**config.mk**
```make
export PLATFORM = sky130hd
export DESIGN_NAME = ex_operand_stage
export DESIGN_NICKNAME = d
export VERILOG_FILES = /design/src/rtl/ex_operand_stage.sv
export SDC_FILE = /design/constraint.sdc
export NUM_CORES = 1
export LEC_CHECK = 0
export BUFFER_PORTS_ARGS = -buffer_cell sky130_fd_sc_hd__buf_2
export CORE_MARGIN = 2
export CORE_UTILIZATION = 44
export DETAILED_ROUTE_END_ITERATION = 8
export HOLD_SLACK_MARGIN = 0.12
export MAX_ROUTING_LAYER = met4
export PLACE_DENSITY = 0.81
export SLEW_MARGIN = 15
export SYNTH_ARGS = -nofsm -noshare
export SYNTH_HDL_FRONTEND = slang
export SYNTH_SLANG_ARGS = --single-unit
```
**constraint.sdc**
```tcl
create_clock -name clk -period 10.5 [get_ports clk]
set_input_delay 1.05 -clock clk [delete_from_list [all_inputs] [get_ports clk]]
set_output_delay 1.05 -clock clk [all_outputs]
set_load 0.03 [all_outputs]
```
**src/rtl/ex_operand_stage.sv**
```systemverilog
// Decode-to-ALU pipeline register: resolves operand forwarding, immediate/PC
// selection and load-use bubbles, and presents registered ALU operands.
module ex_operand_stage #(
  parameter int unsigned XLEN       = 32,
  parameter int unsigned REG_ADDR_W = 5
) (
  input  logic                  clk,
  input  logic                  reset,
  input  logic                  stall,
  input  logic                  flush,
  input  logic                  in_valid,
  input  logic [3:0]            in_alu_control,
  input  logic [REG_ADDR_W-1:0] in_rs1_addr,
  input  logic [REG_ADDR_W-1:0] in_rs2_addr,
  input  logic [XLEN-1:0]       in_rs1_data,
  input  logic [XLEN-1:0]       in_rs2_data,
  input  logic [XLEN-1:0]       in_imm,
  input  logic [XLEN-1:0]       in_pc,
  input  logic                  in_use_imm,
  input  logic                  in_use_pc,
  input  logic [REG_ADDR_W-1:0] in_rd_addr,
  input  logic                  in_reg_write,
  input  logic                  in_is_load,
  input  logic                  fwd1_valid,
  input  logic                  fwd1_reg_write,
  input  logic                  fwd1_is_load,
  input  logic [REG_ADDR_W-1:0] fwd1_rd_addr,
  input  logic [XLEN-1:0]       fwd1_result,
  input  logic                  fwd2_valid,
  input  logic                  fwd2_reg_write,
  input  logic [REG_ADDR_W-1:0] fwd2_rd_addr,
  input  logic [XLEN-1:0]       fwd2_result,
  output logic                  hazard_stall,
  output logic                  out_valid,
  output logic [3:0]            alu_control,
  output logic [XLEN-1:0]       source_A,
  output logic [XLEN-1:0]       source_B,
  output logic [XLEN-1:0]       out_store_data,
  output logic [REG_ADDR_W-1:0] out_rd_addr,
  output logic                  out_reg_write,
  output logic                  out_is_load
);

  logic            fwd1_hit_rs1, fwd1_hit_rs2;
  logic            fwd2_hit_rs1, fwd2_hit_rs2;
  logic            fwd1_writes, fwd2_writes;
  logic            rs2_used;
  logic            capture;
  logic [XLEN-1:0] fwd_a, fwd_b;

  always_comb begin
    fwd1_writes  = fwd1_valid & fwd1_reg_write & (fwd1_rd_addr != '0);
    fwd2_writes  = fwd2_valid & fwd2_reg_write & (fwd2_rd_addr != '0);
    fwd1_hit_rs1 = fwd1_writes & (fwd1_rd_addr == in_rs1_addr);
    fwd1_hit_rs2 = fwd1_writes & (fwd1_rd_addr == in_rs2_addr);
    fwd2_hit_rs1 = fwd2_writes & (fwd2_rd_addr == in_rs1_addr);
    fwd2_hit_rs2 = fwd2_writes & (fwd2_rd_addr == in_rs2_addr);
  end

  always_comb begin
    fwd_a = in_rs1_data;
    if (in_rs1_addr == '0)  fwd_a = '0;
    else if (fwd1_hit_rs1)  fwd_a = fwd1_result;
    else if (fwd2_hit_rs1)  fwd_a = fwd2_result;
  end

  always_comb begin
    fwd_b = in_rs2_data;
    if (in_rs2_addr == '0)  fwd_b = '0;
    else if (fwd1_hit_rs2)  fwd_b = fwd1_result;
    else if (fwd2_hit_rs2)  fwd_b = fwd2_result;
  end

  // rs2 matters for register-register ops and for stores (imm form that
  // neither loads nor writes rd still consumes rs2 as store data).
  always_comb begin
    rs2_used     = ~in_use_imm | (~in_reg_write & ~in_is_load);
    hazard_stall = ~reset & in_valid & fwd1_valid & fwd1_is_load &
                   (fwd1_hit_rs1 | (fwd1_hit_rs2 & rs2_used));
    capture      = ~flush & ~hazard_stall & in_valid;
  end

  always_ff @(posedge clk or posedge reset) begin
    if (reset) begin
      out_valid      <= 1'b0;
      alu_control    <= '0;
      source_A       <= '0;
      source_B       <= '0;
      out_store_data <= '0;
      out_rd_addr    <= '0;
      out_reg_write  <= 1'b0;
      out_is_load    <= 1'b0;
    end else if (!stall) begin
      if (capture) begin
        out_valid      <= 1'b1;
        alu_control    <= in_alu_control;
        source_A       <= in_use_pc  ? in_pc  : fwd_a;
        source_B       <= in_use_imm ? in_imm : fwd_b;
        out_store_data <= fwd_b;
        out_rd_addr    <= in_rd_addr;
        out_reg_write  <= in_reg_write;
        out_is_load    <= in_is_load;
      end else begin
        out_valid      <= 1'b0;
        alu_control    <= '0;
        source_A       <= '0;
        source_B       <= '0;
        out_store_data <= '0;
        out_rd_addr    <= '0;
        out_reg_write  <= 1'b0;
        out_is_load    <= 1'b0;
      end
    end
  end

endmodule

```
==> run_results.csv <==
group,metric,value,unit
run_status,status,"finished clean",
yosys,synth_area_per_cell,8.40,um^2
routing,dr.pass1.iters,6,
cts,cts_buffers,9,
routing,drt_wl_total,31200,um
placement,gp_congestion,0.950,
routing,ant_nets,0,
setup_path,crit_fanout,66,
cells_and_area,final_common_cell,"buf_2",
cells_and_area,fin_util,56.9,%
timing,finClkSkew,0,ps
setup_path,critPathRequiredTime,9450,ps
grt,met3_usage,6.59,%
setup_path,arrival,3540,ps
cells_and_area,syn2layout_area_growth,26.2,%
routing,vias_per_cell,6.38,
yosys,netlist_instances,929,
yosys,yosysSeqAreaShare,34.6,%
pwr,power_density,114,mW/mm^2
yosys,yosys.area.top_type,"dfrtp_1",
grt,busiest_layer,"met2",
pwr,ir_drop,0.0000946,V
yosys,synth_seq_cells,108,
cells_and_area,fillerInstances,1610,
yosys,synth.distinct_cells,35,
yosys,yosysWarnings,0,
pwr,leakage,4.79,nW
timing,drv_slew,0,
timing,tightestPinTransition,1180,ps
die,pin_count,344,
die,core_area,0.0173,mm^2
yosys,yosysTopAreaCellShare,34.6,%
cts,ctsHoldBuffers,0,
routing,num_vias,9010,
routing,wl_per_cell,22.1,um
timing,relSlewSlack,21.3,%
job,cap_viol_max_count,0,
setup_path,end_kind,"primary output",
worst_hold_path,min-delay-path-class,"reg -> reg",
timing,finalCriticalPeriod,4590,ps
yosys,syn_nets,1164,
yosys,yosys-top-cells-area,"dfrtp_1 35%, a22oi_1 12%, o31ai_1 12%",
grt,met2_usage,52.4,%
placement,dpl.hpwl,21500,um
cts,cts_tree,"built",
grt,antenna_found_initial,3,
cts,clk_pin_slew,70,ps
routing,drc,0,
cts,worstSkewPairLatency,360,ps
timing,setup_viol,0,
cells_and_area,finalNetCount,1414,
timing,grt_setup_unrepaired,"false",
cts,clkSinkCount,108,
timing,finalHoldViolations,0,
grt,grt_pass1_vias,8358,
cells_and_area,drive_gt1_share,32.7,%
grt,use_met1,41.8,%
timing,timing.fmax,0.218,GHz
cts,root_buffer,"clkbuf_16",
yosys,synth_edf_count,0,
setup_path,crit_type,"in -> out",
timing,fin_setup_tns,0,ps
yosys,async_reset_ff_share,100,%
cts,post-cts-setup-buffer-count,0,
cts,cts_max_level,3,
die,start_util,45.1,%
grt,overflow,0,
yosys,ys.flop_type,"dfrtp_1",
die,dieArea,0.0188,mm^2
grt,track_usage,33.3,%
placement,io_buffers,343,
cts,cts-resized-gates,0,
timing,timing.final.crit_share,43.7,%
cells_and_area,final_cell_mix,"342 x buf_2, 128 x o31ai_1, 128 x a22oi_1",
routing,drtIter0Drc,1011,
die,dieWidth,137,um
die,dieHeight,137,um
grt,grt_max_degree,104,
setup_path,startpoint_type,"input port",
grt,grt_first_pass_wirelength,46600,um
die,rows,48,
yosys,synth_area,0.00780,mm^2
cts,clockBufferDepth,2,
timing,whs,482,ps
## final cells by class
type | count | area, um^2 | share of cell area (%)
well taps | 225 | 282 | 2.86
inverters | 66 | 250 | 2.54
clock inverters | 6 | 68.8 | 0.699
flip-flops and latches | 108 | 2700 | 27.4
clock buffers | 10 | 239 | 2.43
diodes | 3 | 7.51 | 0.0762
repair buffers | 354 | 1800 | 18.3
multi-input cells | 640 | 4500 | 45.7
## logic make-up (layout without fill, tap and decap cells)
kind of cell	Yosys count	in the layout	synth area share [%]
AOI/OAI and AO/OA	403	403	38.1
xor gates and xnor gates	20	20	2.24
buffers and inverters	181	436	9.14
DFF	108	108	34.6
other	0	3	0
and+or+nand+nor	217	217	15.9
## routing by layer
| layer | vias to the layer above | wire, um |
|---|---|---|
| li1 | 4127 | - |
| met1 | 4225 | 12400 |
| met2 | 568 | 14600 |
| met3 | 90 | 3140 |
| met4 | 0 | 1060 |
| met5 | - | 0 |
## final timing paths
check                                        start                  to  slack, ps  cells after the start
worst min register to register  out_store_data[29]  out_store_data[29]        480                      2
worst min-delay path            out_store_data[29]  out_store_data[29]        480                      2
min in group asynchronous                    reset      alu_control[1]        760                      2
worst max-delay path               fwd1_rd_addr[1]        hazard_stall       5910                      9
worst max register to register         source_B[0]         source_B[0]       9600                      2
max in group asynchronous                    reset  out_store_data[28]       8430                      3
## critical path, stage by stage
cell and delay (ps):
buf_2 130, nor4_1 820, a211oi_4 120, buf_4 370
and2_2 270, buf_4 300, a21oi_1 210, nor2b_1 70
buf_2 180
## flip-flops by register name (all words and copies together), names as in the netlist
name,flops
out_reg_write,1
out_rd_addr,5
out_valid,1
source_A,32
source_B,32
alu_control,4
out_is_load,1
out_store_data,32
## cells in the mapped netlist, types with 2 or more instances
cell type and number:
clkbuf_1 95, and2_1 3, o31a_1 32, and4_1 65, xnor2_1 5, a22oi_1 128
buf_1 3, a22o_1 11, nor2_1 2, buf_6 2, nand3_1 35, and3_1 2
nand2_1 100, o21bai_1 2, a31oi_1 96, dfrtp_1 108, inv_1 66, xor2_1 15
nor4_1 2, buf_2 14, or4_1 2, o31ai_1 128
## report_power, final
group	switching [W]	internal [W]
Clock	0.000171	0.000194
Sequential	0.0000137	0.000435
Combinational	0.000210	0.000101
## stage by stage
stage                     std cells  cell area, um^2  setup WS (ps)  total power, W
after global routing           1412             9850           5740         0.00117
after floorplan                 929             7800           5160        0.000640
after global placement         1393             9530           5930        0.000760
final                          1412             9850           5910         0.00113
after CTS                      1409             9840           5910         0.00112
after detailed placement       1393             9530           5910        0.000763
No activity file was read; power rests on OpenSTA's default activity.
